`src/rtl/apb_i2c_regif.sv`:
```
// APB3 register interface for the I2C core: seven-register map, TX/RX FIFO strobes,
// wait-stated RX FIFO reads and sticky W1C interrupt status driving a single IRQ.
module apb_i2c_regif #(
   parameter int unsigned DATA_W = 32,
   parameter int unsigned ADDR_W = 8,
   parameter int unsigned CFG_W  = 14,
   parameter int unsigned TMO_W  = 14,
   parameter int unsigned RD_LAT = 1
) (
   input  logic              PCLK,
   input  logic              PRESET,
   input  logic              PSEL,
   input  logic              PENABLE,
   input  logic              PWRITE,
   input  logic [ADDR_W-1:0] PADDR,
   input  logic [DATA_W-1:0] PWDATA,
   output logic [DATA_W-1:0] PRDATA,
   output logic              PREADY,
   output logic              PSLVERR,
   output logic [DATA_W-1:0] WRITE_DATA_ON_TX,
   output logic              WR_ENA,
   output logic              RD_ENA,
   input  logic [DATA_W-1:0] READ_DATA_ON_RX,
   input  logic              TX_FULL,
   input  logic              TX_EMPTY,
   input  logic              RX_EMPTY,
   input  logic              ERROR,
   output logic [CFG_W-1:0]  CFG_REG,
   output logic [TMO_W-1:0]  TMO_REG,
   output logic              IRQ
);

   typedef enum logic [1:0] {StIdle, StRdWait, StRdDone} state_t;

   localparam logic [2:0] IdxTx      = 3'd0;
   localparam logic [2:0] IdxRx      = 3'd1;
   localparam logic [2:0] IdxCfg     = 3'd2;
   localparam logic [2:0] IdxTmo     = 3'd3;
   localparam logic [2:0] IdxStat    = 3'd4;
   localparam logic [2:0] IdxIntEn   = 3'd5;
   localparam logic [2:0] IdxIntStat = 3'd6;

   state_t              state_q, state_d;
   logic [2:0]          cnt_q, cnt_d;
   logic                armed_q, armed_d;
   logic                abort_q, abort_d;
   logic [DATA_W-1:0]   hold_q, hold_d;
   logic [CFG_W-1:0]    cfg_q, cfg_d;
   logic [TMO_W-1:0]    tmo_q, tmo_d;
   logic [3:0]          int_en_q, int_en_d;
   logic [3:0]          int_stat_q, int_stat_d;
   logic                tx_empty_q, rx_empty_q, error_q;

   logic [2:0]          idx;
   logic                mapped, acc, err, rx_ok;
   logic [3:0]          clr, set;
   logic [DATA_W-1:0]   rdata;

   assign idx    = PADDR[4:2];
   assign mapped = (PADDR[1:0] == 2'b00) && ((PADDR >> 5) == '0) && (idx != 3'd7);
   // armed blocks an access phase left over from a reset or a completed transfer
   assign acc    = PSEL && PENABLE && armed_q;

   assign err = !mapped
             || ( PWRITE && (idx == IdxRx || idx == IdxStat))
             || (!PWRITE && idx == IdxTx)
             || ( PWRITE && idx == IdxTx && TX_FULL)
             || (!PWRITE && idx == IdxRx && RX_EMPTY);
   assign rx_ok = !PWRITE && idx == IdxRx && !err;

   always_comb begin
      rdata = '0;
      case (idx)
         IdxCfg:     rdata[CFG_W-1:0] = cfg_q;
         IdxTmo:     rdata[TMO_W-1:0] = tmo_q;
         IdxStat:    rdata[3:0]       = {ERROR, RX_EMPTY, TX_FULL, TX_EMPTY};
         IdxIntEn:   rdata[3:0]       = int_en_q;
         IdxIntStat: rdata[3:0]       = int_stat_q;
         default:    rdata            = '0;
      endcase
   end

   always_comb begin
      state_d  = state_q;
      cnt_d    = cnt_q;
      abort_d  = abort_q;
      hold_d   = hold_q;
      cfg_d    = cfg_q;
      tmo_d    = tmo_q;
      int_en_d = int_en_q;
      clr      = '0;
      PREADY   = 1'b0;
      PSLVERR  = 1'b0;
      PRDATA   = '0;
      RD_ENA   = 1'b0;
      WR_ENA   = 1'b0;

      unique case (state_q)
         StIdle: begin
            if (acc && rx_ok) begin
               RD_ENA  = 1'b1;
               abort_d = 1'b0;
               cnt_d   = 3'(RD_LAT - 1);
               // Capture on the edge where the counter reaches zero: PREADY stays low RD_LAT cycles
               if (cnt_d == 3'd0) begin
                  hold_d  = READ_DATA_ON_RX;
                  state_d = StRdDone;
               end else begin
                  state_d = StRdWait;
               end
            end else if (acc) begin
               PREADY  = 1'b1;
               PSLVERR = err;
               if (!err && PWRITE) begin
                  case (idx)
                     IdxTx:      WR_ENA   = 1'b1;
                     IdxCfg:     cfg_d    = PWDATA[CFG_W-1:0];
                     IdxTmo:     tmo_d    = PWDATA[TMO_W-1:0];
                     IdxIntEn:   int_en_d = PWDATA[3:0];
                     IdxIntStat: clr      = PWDATA[3:0];
                     default:    clr      = '0;
                  endcase
               end else if (!err) begin
                  PRDATA = rdata;
               end
            end
         end
         StRdWait: begin
            cnt_d = cnt_q - 3'd1;
            if (!PSEL) abort_d = 1'b1;
            if (cnt_q == 3'd1) begin
               hold_d  = READ_DATA_ON_RX;
               state_d = StRdDone;
            end
         end
         StRdDone: begin
            PREADY  = PSEL && PENABLE && !abort_q;
            PRDATA  = abort_q ? '0 : hold_q;
            state_d = StIdle;
         end
         default: state_d = StIdle;
      endcase

      armed_d    = !PENABLE || (armed_q && !PREADY);
      set        = {PSLVERR, ERROR && !error_q, !RX_EMPTY && rx_empty_q, TX_EMPTY && !tx_empty_q};
      // Set wins over a same-cycle W1C
      int_stat_d = (int_stat_q & ~clr) | set;
   end

   always_ff @(posedge PCLK or posedge PRESET) begin
      if (PRESET) begin
         state_q    <= StIdle;
         cnt_q      <= '0;
         armed_q    <= 1'b0;
         abort_q    <= 1'b0;
         hold_q     <= '0;
         cfg_q      <= '0;
         tmo_q      <= '0;
         int_en_q   <= '0;
         int_stat_q <= '0;
         tx_empty_q <= 1'b1;
         rx_empty_q <= 1'b1;
         error_q    <= 1'b0;
      end else begin
         state_q    <= state_d;
         cnt_q      <= cnt_d;
         armed_q    <= armed_d;
         abort_q    <= abort_d;
         hold_q     <= hold_d;
         cfg_q      <= cfg_d;
         tmo_q      <= tmo_d;
         int_en_q   <= int_en_d;
         int_stat_q <= int_stat_d;
         tx_empty_q <= TX_EMPTY;
         rx_empty_q <= RX_EMPTY;
         error_q    <= ERROR;
      end
   end

   assign WRITE_DATA_ON_TX = PWDATA;
   assign CFG_REG          = cfg_q;
   assign TMO_REG          = tmo_q;
   assign IRQ              = |(int_stat_q & int_en_q);

endmodule

```
`config.mk`:
```
export PLATFORM = sky130hd
export DESIGN_NAME = apb_i2c_regif
export DESIGN_NICKNAME = d
export VERILOG_FILES = /design/src/rtl/apb_i2c_regif.sv
export SDC_FILE = /design/constraint.sdc
export NUM_CORES = 1
export LEC_CHECK = 0
export BUFFER_PORTS_ARGS = -buffer_cell sky130_fd_sc_hd__buf_4
export CORE_MARGIN = 2
export CORE_UTILIZATION = 45
export DETAILED_ROUTE_END_ITERATION = 7
export PLACE_DENSITY_LB_ADDON = 0.12
export RECOVER_POWER = 25
export SLEW_MARGIN = 20
export SYNTH_ARGS = -nofsm -noshare
export SYNTH_HDL_FRONTEND = slang
export SYNTH_SLANG_ARGS = --single-unit
```
`constraint.sdc`:
```
create_clock -name PCLK -period 5.6 [get_ports PCLK]
set_clock_uncertainty 0.2 [all_clocks]
set_input_delay 0.28 -clock PCLK [delete_from_list [all_inputs] [get_ports PCLK]]
set_output_delay 0.28 -clock PCLK [all_outputs]
set_load 0.05 [all_outputs]
```
Yosys cells after proc, flatten, opt, wreduce, memory -nomap -nowiden
Index checks and enable logic that the tools add are counted.
{"block": "op_classes", "addsub": 1, "n_bitwise": 5, "n_eq_ne": 13, "mux": 37, "n_reduce_logical": 46}
{"cell": "case mux 32 bit (2 select lines)", "count": 2}
{"cell": "two-way mux 32 bit", "count": 3}
{"cell": "two-way mux 14 bit", "count": 4}
{"cell": "two-way mux 4 bit", "count": 5}
{"cell": "case mux 10 bit (2 select lines)", "count": 1}
{"cell": "case mux 4 bit (5 select lines)", "count": 1}
{"cell": "logical AND 1 bit", "count": 18}
{"cell": "AND reduction 5 bit", "count": 3}
{"cell": "two-way mux 1 bit", "count": 14}
{"cell": "equality test 3 bit, second input constant", "count": 3}
{"cell": "logical NOT 1 bit", "count": 9}
{"cell": "bitwise AND 4 bit", "count": 2}
{"cell": "logical NOT 8 bit", "count": 1}
{"cell": "equality test 3 x 1 -> 1 bit, second input constant", "count": 2}
{"cell": "equality test 3 x 2 -> 1 bit, second input constant", "count": 2}
{"cell": "logical OR 1 bit", "count": 6}
{"cell": "inequality test 2 bit, second input constant", "count": 3}
{"cell": "case mux 3 bit (2 select lines)", "count": 1}
{"cell": "AND reduction 3 bit", "count": 2}
{"cell": "logical NOT 2 bit", "count": 2}
{"cell": "two-way mux 2 bit", "count": 2}
{"cell": "inverter 4 bit", "count": 1}
{"cell": "OR 4 bit", "count": 1}
{"cell": "case mux 1 bit (2 select lines)", "count": 2}
{"cell": "11 further kinds", "count": 12}
{"block": "totals", "ff_bits": 78, "elab_cells": 114, "out_inout_bits": 97}

Longest topological paths before layout
{"block": "depth", "ltp_word": 17, "depth_mapped": 7, "mapped_depth_nobuf": 4}

Worst setup path before layout
Ideal clock, no wire load.
{"block": "synth_timing", "path_type": "in2out", "startpoint": "input PWRITE", "endpoint": "output WR_ENA", "path_slack_ps": 2097, "path_stages": 6, "t_arrival_ps": 3023, "path_cell_list": "clkbuf_2 or3b_2 or2_2 buf_6 a21oi_1 nor4b_1"}
{"block": "synth_via", "elab_chain_len": 11, "elab_cells_between_ends": 19}
{"item": "start: declaration", "line_no": "14", "text": "input logic PWRITE,"}
{"item": "logical AND 1 bit or logical NOT 1 bit (tied branches)"}
{"item": "logical OR 1 bit or logical AND 1 bit (tied branches)", "line_no": "65, 66"}
{"item": "logical OR 1 bit", "line_no": "66", "text": "|| (!PWRITE && idx == IdxTx)"}
{"item": "logical OR 1 bit", "line_no": "67", "text": "|| ( PWRITE && idx == IdxTx && TX_FULL)"}
{"item": "logical OR 1 bit", "line_no": "68", "text": "|| (!PWRITE && idx == IdxRx && RX_EMPTY);"}
{"item": "logical NOT 1 bit"}
{"item": "logical AND 1 bit", "line_no": "114", "text": "if (!err && PWRITE) begin"}
{"item": "two-way mux 1 bit", "line_no": "114"}
{"item": "two-way mux 1 bit", "line_no": "111", "text": "end else if (acc) begin"}
{"item": "two-way mux 1 bit *", "line_no": "100", "text": "if (acc && rx_ok) begin"}
{"item": "two-way mux 1 bit *", "line_no": "98", "text": "unique case (state_q)"}
{"item": "end: declaration", "line_no": "21", "text": "output logic WR_ENA,"}
Every way passes the cells marked *; elsewhere a longest branch is shown, timed or not.

Worst setup path after layout
{"block": "layout_timing", "startpoint": "register state_q[1]", "endpoint": "output PRDATA[7]"}
{"block": "layout_via", "elab_chain_len": 2, "elab_cells_between_ends": 3}
{"item": "start: declaration", "line_no": "43", "text": "state_t state_q, state_d;"}
{"item": "start signal: assignment", "line_no": "152", "text": "state_q <= StIdle;"}
{"item": "start signal: assignment", "line_no": "165", "text": "state_q <= state_d;"}
{"item": "equality test 2 bit or logical NOT 2 bit (tied branches)", "line_no": "98"}
{"item": "case mux 32 bit (2 select lines) *", "line_no": "98"}
{"item": "end: declaration", "line_no": "17", "text": "output logic [DATA_W-1:0] PRDATA,"}
Marks and branches as above.

==> results by group <==
Route
  – Total routed wirelength: 9730 um
  – Final ANT Viol Nets: 0
  – # DRC: 0
  – Pre-antenna DRT Iters: 4
  – Wire per inst: roughly 17 um
  – Vias: a little under 3000
  – Iteration-0 DRC Markers: a little over 90
  – DR vias/cell: slightly above 5

Outcome
  – Failing checks: max-capacitance violations, max-slew violations
  – Status: finished, violations left

CTS
  – Hold Buf Count CTS: between 40 and 50
  – Resized Gates After CTS: 0
  – Max clock buf depth: 2
  – Clk_lat worst skew: about 330 ps
  – Clock-pin slew on the worst setup and hold paths: ~80 ps
  – Root buffer selected by CTS: clkbuf_8
  – TritonCTS clock tree: yes
  – TritonCTS Buffers: 9
  – # H-tree levels: 3
  – CTS Sinks: 73
  – Setup Buffers After CTS: 0

Logic synthesis
  – Sequential share of the synthesized area: 0.482
  – Post-synth top flop: dfrtp_1
  – Number of synthesis warnings: 0
  – Flops & latches, synth: between 70 and 80
  – Syn Nets: just under 400
  – Asr flop ratio synth: 1.00
  – Post-synthesis instance total: between 300 and 400
  – Number of flops mapped to enable cells by yosys: 0
  – Distinct cell type count of the synthesized netlist: 45
  – Syn avg cell area: about 12 um2
  – Synthesized area: ~3800 um2

Cells and area
  – Area Overhead vs Synth: 39.2%
  – Share of cells above drive strength 1: 0.502
  – Filler Cell Count: 665
  – ANT cells: 0
  – Most frequent cells in the layout: buf_4 (134), dfrtp_1 (71), mux2_2 (64)
  – Final #Nets: roughly 550
  – Leading cell type in the layout, fill and taps excluded: buf_4

Job
  – # Max-Cap Violations: 1

Global routing
  – First-pass GRT wire length: about 15000 um
  – Largest net degree at the start of global routing: 74
  – Number of global-route vias before repair: 3079
  – Overflow after GRT: 0
  – Initial antenna violation count: 0
  – Total GRT Usage: 0.217

STA
  – Setup violators final: 0
  – Tmin final: 3970 ps
  – Setup tns final: 0 ps
  – Max Freq: 252 MHz
  – Final worst setup slack: roughly 1600 ps
  – Final period util: 0.708
  – Slew Viols, Final: 74
  – Hold slack: around 19 ps
  – Relative slew slack: -1.60
  – Worst-margin pin slew: 3900 ps
  – RSZ-0062 raised after global routing: false
  – Final hold violations: 0

Pwr
  – Max IR drop VDD: 123 uV
  – Power per cell area: roughly 210 nW/um2
  – Total power: 1110 uW
  – Leak: 0.00267 uW

Critical path
  – Req. time, crit path: 5120 ps
  – Critical path type: flip-flop to output port
  – Critical Path Start Type: flip-flop
  – Crit. End Element: output port
  – Critical Path AT: 3490 ps
  – CP cell instances: nand4b_1 -> or3_1 -> or4b_1 -> o21ai_2 -> buf_4
  – Critical path peak fanout: 35
  – Critical-path cell with the highest stage delay: or4b_1
  – CP bufs+invs: 1
  – CP top delay family: simple AND/OR/NAND/NOR gates
  – Critical path depth: 5
  – Reg2Reg Depth: 4
  – Crit path largest cell delay: approximately 860 ps

Die
  – Row count: 33
  – Initial Util: 0.464
  – Core Area: 8180 um2
  – Width of the die: about 96 um
  – Io pins: 178
  – Die area: ~9000 um2
  – Die Y: ~96 um

Placed design
  – Gp weighted congestion: between 0.8 and 0.9
  – IO buf count: about 140
  – Place WS: 2050 ps
  – Post-DP HPWL: about 6500 um

Hold path
  – Worst hold-check path type: input port to flip-flop
  – Worst hold stages: 2
per-layer routing:
layer,vias up,part of all wire,track usage
li1,1381,-,-
met1,1471,0.41,0.259
met2,106,0.51,0.382
met3,23,0.062,0.0454
met4,0,0.017,0.0833
met5,-,0,0
synthesized netlist by cell type, types with 2 or more instances:
library cell / count / area, um2
buf_4: 32 / 240
a22o_1: 3 / 26.3
a211oi_1: 4 / 30.0
dfrtp_1: 71 / 1780
nand2b_1: 2 / 12.5
nand2_1: 22 / 82.6
or2_2: 2 / 12.5
o21ai_0: 7 / 35.0
a21oi_1: 2 / 10.0
nor4_1: 2 / 12.5
o21ai_2: 10 / 87.6
nand3b_1: 2 / 15.0
o2bb2ai_1: 4 / 35.0
mux2i_1: 15 / 150
mux2_2: 64 / 721
a221oi_1: 2 / 17.5
nand3_1: 2 / 10.0
nor2_1: 3 / 11.3
nand4b_1: 2 / 17.5
and3b_1: 2 / 17.5
and2_1: 19 / 119
buf_6: 5 / 56.3
dfstp_2: 2 / 52.6
clkbuf_1: 9 / 33.8
a22oi_1: 2 / 15.0
inv_1: 6 / 22.5
flip-flops by register name, summed over array words and instances (netlist names), 4 cells and up:
register and cells:
int_stat_q 4, TMO_REG 14, hold_q 32, CFG_REG 14, int_en_q 4
through the flow:
| step | utilization | instances | cell area [um2] |
|---|---|---|---|
| 3_5_place_dp | 0.569 | 514 | 4650 |
| 3_3_place_gp | 0.569 | 514 | 4650 |
| 2_1_floorplan | - | 315 | 3790 |
| 5_1_grt | 0.646 | 575 | 5280 |
| 4_1_cts | 0.650 | 575 | 5310 |
| 6_report | 0.646 | 575 | 5280 |
cell families after synthesis:
kind of cell	count (synthesis)	share of synthesized area
buffers and inverters	55	0.0966
multiplexers	79	0.230
AND/OR/NAND/NOR	67	0.103
AO/OA/AOI/OAI	40	0.0867
XOR/XNOR	1	0.00231
flip-flops	73	0.482
power breakdown:
group / internal, uW / switching, uW
Clock: 229 / 193
Sequential: 533 / 3.65
Combinational: 69.7 / 78.6
cell type report:
type | instances | area (um2) | area share
inverter | 6 | 22.5 | 0.00427
multi-input combinational | 187 | 1600 | 0.303
sequential | 73 | 1830 | 0.346
clock buffer | 11 | 151 | 0.0287
timing repair buffer | 188 | 1490 | 0.283
clock inverter | 5 | 53.8 | 0.0102
tap | 105 | 131 | 0.0249
final timing paths:
path                          endpoint  slack (ps)       start
max in group asynchronous  int_en_q[2]        1750      PRESET
max                          PRDATA[7]        1630  state_q[1]
min reg2reg                 hold_q[28]         300  hold_q[28]
max reg2reg                TMO_REG[13]        2420  state_q[1]
min in group asynchronous   hold_q[20]        1280      PRESET
min                         TMO_REG[1]          20   PWDATA[1]
(Power assumes the default switching activity.)
